--- src/rtl/eth_tx_framer.sv ---
`timescale 1ns/1ps
// Ethernet transmit framer: wraps a payload byte stream with preamble, SFD,
// zero padding and CRC-32 FCS, then enforces an inter-frame gap.
module eth_tx_framer #(
  parameter int PREAMBLE_LEN = 7,
  parameter int MIN_FRAME    = 60,
  parameter int MAX_FRAME    = 1514,
  parameter int IFG_CYCLES   = 12
) (
  input  logic       clk,
  input  logic       rst,
  input  logic [7:0] s_data,
  input  logic       s_valid,
  input  logic       s_last,
  output logic       s_ready,
  output logic [7:0] tx_data,
  output logic       tx_valid,
  output logic       busy,
  output logic       err_underrun,
  output logic       err_oversize
);
  typedef enum logic [2:0] {IDLE, PRE, SFD, DATA, PAD, FCS, IFG} state_t;

  localparam logic [15:0] PRE_LAST = 16'(PREAMBLE_LEN - 1);
  localparam logic [15:0] IFG_LAST = 16'(IFG_CYCLES - 1);
  localparam logic [11:0] MIN_C    = 12'(MIN_FRAME);
  localparam logic [10:0] MAX_C    = 11'(MAX_FRAME);

  state_t      state;
  logic [15:0] idx;
  logic [10:0] count;
  logic [31:0] crc;
  logic [11:0] count_nx;

  function automatic logic [31:0] crc_byte(input logic [31:0] c, input logic [7:0] d);
    logic [31:0] r;
    r = c ^ {24'h0, d};
    for (int i = 0; i < 8; i++) r = r[0] ? ((r >> 1) ^ 32'hEDB88320) : (r >> 1);
    return r;
  endfunction

  assign count_nx = {1'b0, count} + 12'd1;
  assign s_ready  = (state == DATA);

  always_ff @(posedge clk or negedge rst) begin
    if (!rst) begin
      state        <= IDLE;
      idx          <= '0;
      count        <= '0;
      crc          <= 32'hFFFF_FFFF;
      tx_data      <= 8'h00;
      tx_valid     <= 1'b0;
      busy         <= 1'b0;
      err_underrun <= 1'b0;
      err_oversize <= 1'b0;
    end else begin
      err_underrun <= 1'b0;
      err_oversize <= 1'b0;
      case (state)
        IDLE: begin
          tx_valid <= 1'b0;
          tx_data  <= 8'h00;
          if (s_valid) begin
            state <= PRE;
            busy  <= 1'b1;
            idx   <= '0;
          end
        end
        PRE: begin
          tx_data  <= 8'h55;
          tx_valid <= 1'b1;
          if (idx == PRE_LAST) state <= SFD;
          else idx <= idx + 16'd1;
        end
        SFD: begin
          tx_data <= 8'hD5;
          crc     <= 32'hFFFF_FFFF;
          count   <= '0;
          state   <= DATA;
        end
        DATA: begin
          if (!s_valid) begin
            tx_valid     <= 1'b0;
            tx_data      <= 8'h00;
            err_underrun <= 1'b1;
            state        <= IFG;
            idx          <= 16'd1;
          end else if (count == MAX_C && !s_last) begin
            tx_valid     <= 1'b0;
            tx_data      <= 8'h00;
            err_oversize <= 1'b1;
            state        <= IFG;
            idx          <= 16'd1;
          end else begin
            tx_data <= s_data;
            crc     <= crc_byte(crc, s_data);
            if (count != MAX_C) count <= count + 11'd1;
            if (s_last) begin
              idx <= '0;
              if (count_nx < MIN_C) state <= PAD;
              else state <= FCS;
            end
          end
        end
        PAD: begin
          tx_data <= 8'h00;
          crc     <= crc_byte(crc, 8'h00);
          count   <= count + 11'd1;
          if (count_nx >= MIN_C) state <= FCS;
        end
        FCS: begin
          tx_data <= ~crc[{idx[1:0], 3'b000} +: 8];
          if (idx[1:0] == 2'd3) begin
            state <= IFG;
            idx   <= 16'd1;
          end else idx <= idx + 16'd1;
        end
        IFG: begin
          // The IDLE cycle that follows is the final gap cycle, so IFG starts counting at 1.
          tx_valid <= 1'b0;
          tx_data  <= 8'h00;
          if (idx >= IFG_LAST) begin
            state <= IDLE;
            busy  <= 1'b0;
          end else idx <= idx + 16'd1;
        end
        default: begin
          state    <= IDLE;
          busy     <= 1'b0;
          tx_valid <= 1'b0;
        end
      endcase
    end
  end
endmodule

--- config.mk ---
export PLATFORM = sky130hd
export DESIGN_NAME = eth_tx_framer
export DESIGN_NICKNAME = d
export VERILOG_FILES = /design/src/rtl/eth_tx_framer.sv
export SDC_FILE = /design/constraint.sdc
export NUM_CORES = 1
export LEC_CHECK = 0
export CORE_ASPECT_RATIO = 1.75
export CORE_MARGIN = 4
export CORE_UTILIZATION = 50
export CTS_CLUSTER_SIZE = 12
export DETAILED_ROUTE_END_ITERATION = 16
export PLACE_DENSITY_LB_ADDON = 0.3
export SYNTH_ARGS = -nofsm -noshare
export SYNTH_HDL_FRONTEND = slang
export SYNTH_SLANG_ARGS = --single-unit
--- constraint.sdc ---
create_clock -name clk -period 3.7 [get_ports clk]
set_clock_uncertainty 0.15 [all_clocks]
set_input_delay 0.555 -clock clk [delete_from_list [all_inputs] [get_ports clk]]
set_output_delay 0.555 -clock clk [all_outputs]
set_load 0.005 [all_outputs]
==> run_results.csv <==
group,metric,value,unit
die,num_rows,50,
clock_network,cts_inserted_buffers,9,
sta,fmax,320,MHz
setup_path,arrival,3240,ps
die,die_area,13000,sq um
hold_path,worstHoldPathType,"in2async",
power,netSwitchingFraction,45.9,%
place,place.gp.congestion,0.992,
synth,syn-num-nets,626,
synth,synth_cell_types,63,
global_routing,gr-total-overflow,0,
setup_path,worstSetupPathType,"reg2reg",
clock_network,post_cts_resized,0,
sta,rsz0062_at_grt,"no",
die,initial_utilization,51.4,%
clock_network,post-cts-setup-buffers,0,
global_routing,grt_max_degree,75,
power,seqPwrFrac,23.4,%
die,ios,25,
setup_path,worstPathMaxFanout,24,
synth,synth_edf_count,0,
sta,setup_viol,0,
layout,fin_nets,642,
drt,dr.pass1.iters,6,
clock_network,clockBufferDepth,2,
global_routing,grt_usage,25.9,%
synth,yosysWarnings,0,
setup_path,endpoint_kind,"flop",
setup_path,worst_setup_path_start_kind,"flop",
sta,finalMaxSlewViolations,0,
place,dp_hpwl,11400,um
clock_network,cts.sink_count,74,
synth,yosysSeqAreaShare,34.0,%
sta,worst_pin_slew,1160,ps
global_routing,grt_pass1_wl,25900,um
synth,synthCells,607,
sta,fin_crit,3130,ps
drt,vias,4902,
sta,slew-limit-headroom,22.4,%
clock_network,cts_root_buf,"clkbuf_16",
clock_network,cts_hold_buf,0,
sta,setup_tns,0,ps
run_status,status,"completed",
clock_network,cts_tree,"yes",
synth,synthArstFlopShare,100,%
clock_network,cts_htree_levels,3,
die,core-area,10800,sq um
power,p_leak,2.35,nW
power,clkPwrFrac,12.8,%
clock_network,path_clk_slew,60,ps
power,total_power,0.00695,W
synth,syn_area,5570,sq um
layout,drive_above_1_share,13.9,%
power,combPwrFrac,63.8,%
place,numPlacedInstances,742,
sta,period_share,84.5,%
die,die_w,87.8,um
drt,post-route-drc-count,0,
global_routing,grt_pass1_vias,5065,
synth,avgSynthCellArea,9.17,sq um
power,switching_power,0.00319,W
drt,wirelength,15900,um
synth,ys_seq_elements,74,
layout,diodes,0,
layout,fin_cells,758,
layout,syn_to_final_growth,12.3,%
synth,ys.flop_type,"dfrtp_1",
clock_network,clk_latency,340,ps
sta,hold_violations,0,
place,io_buffers,24,
setup_path,required,3810,ps
power,ir_drop,648,uV
drt,drtIter0Drc,286,
power,power_density,1110,nW/um^2
drt,postRouteAntennaNets,0,
drt,viasPerCell,6.47,
flow_run,drv_cap,0,
die,die_h,148,um
drt,wl_per_cell,21.0,um
power,p_int,0.00376,W
global_routing,grt_antenna_before_repair,0,
## layer usage
metal	wire length, um	vias up	global-route usage, %	share of wire, %
met3	974	90	3.79	6.1
met5	0	-	0	0
met2	8280	241	43.7	52
met1	5440	2351	28.3	34
li1	-	2220	-	-
met4	1230	0	19.7	7.7
## power groups by stage
stage               combinational [W]  clock, W  sequential [W]
global placement              0.00426         0         0.00161
global route                  0.00477  0.000935         0.00166
CTS                           0.00441  0.000898         0.00161
finish                        0.00444  0.000888         0.00163
detailed placement            0.00437         0         0.00162
floorplan                     0.00349         0         0.00135
## cell type report
type	count	area, sq um
Fill cell	972	4570
Tap cell	130	163
Multi-Input combinational cell	483	3470
Inverter	10	37.5
Timing Repair Buffer	45	395
Clock inverter	5	53.8
Sequential cell	74	1890
Clock buffer	11	243
## sequential cells by signal (all words and copies together) (netlist names)
name,flops
crc,32
count,11
tx_data,8
tx_valid,1
err_underrun,1
state,3
busy,1
idx,16
err_oversize,1
## metrics by stage
| stage | setup slack (ps) | instance area [sq um] | util, % | hold slack [ps] |
|---|---|---|---|---|
| global placement | 587 | 5960 | 55.0 | 323 |
| CTS | 627 | 6250 | 57.8 | 256 |
| floorplan | 946 | 5570 | - | 109 |
| detailed placement | 519 | 5960 | 55.0 | 342 |
| global route | 397 | 6250 | 57.8 | 286 |
| finish | 574 | 6250 | 57.8 | 206 |
## synthesized netlist by cell type, drive strengths merged (3+ instances only)
cell	count	share of area (%)
dfrtp	42	19
mux4	8	3.2
o21a	7	0.94
nor2	60	4.0
nand2	35	2.4
o22ai	16	1.8
inv	9	0.61
buf	12	1.2
nand3	14	1.3
nand2b	4	0.45
xnor3	4	1.6
nor3	6	0.54
a221oi	4	0.63
nand4	6	0.67
o211ai	7	0.94
ha	6	1.3
a31oi	8	0.90
a21oi	29	2.6
o41ai	3	0.61
o22a	16	2.5
a211o	3	0.47
nor4	6	0.67
o221ai	5	0.79
or2	7	0.79
a22o	6	0.94
and2	5	0.56
a221o	6	1.1
xnor2	87	14
or3	3	0.34
o21ai	38	3.4
and3	5	0.56
o31ai	14	1.9
dfstp	32	15
xor2	35	5.5
nor2b	6	0.67
clkbuf	28	1.9
## logic make-up (layout without fill, tap and decap cells)
logic type,Yosys count,count (layout),share of synthesized area (%)
AO/OA/AOI/OAI,171,171,20.9
multiplexers,10,10,3.64
XOR/XNOR,126,126,21.2
AND/OR/NAND/NOR,169,169,14.9
flip-flops,74,74,34.0
buffers and inverters,50,71,3.75
adder cells (fa/ha/maj),7,7,1.71
## final timing paths
path | startpoint | to | slack, ps | cells past startpoint
worst max register to register | state[1] | crc[26] | 570 | 8
worst max-delay path | state[1] | crc[26] | 570 | 8
worst min register to register | tx_data[3] | tx_data[3] | 350 | 1
max in group asynchronous | rst | idx[11] | 2540 | 1
worst min-delay path | rst | count[4] | 210 | 1
min in group clk | tx_data[3] | tx_data[3] | 350 | 1
## critical path, cell delays in order (launching register included)
cell      delay [ps]
dfrtp_1          810
nand3_1          210
inv_1            120
nand2_1           90
nor2_1           890
nor2_1            90
buf_4            260
a221oi_1         320
nor2_1            80
## cells in the final DEF (no fill, tap or decap), types with 14 or more instances in the layout
cell type        count
a21oi_1             29
dfrtp_1             42
o22a_1              16
nor2_1              60
o31ai_1             14
dfstp_2             32
o21ai_0             37
xnor2_1             86
nand3_1             14
nand2_1             35
xor2_1              35
buf_4               22
o22ai_1             16
clkdlybuf4s50_1     23
(Power assumes the default switching activity.)
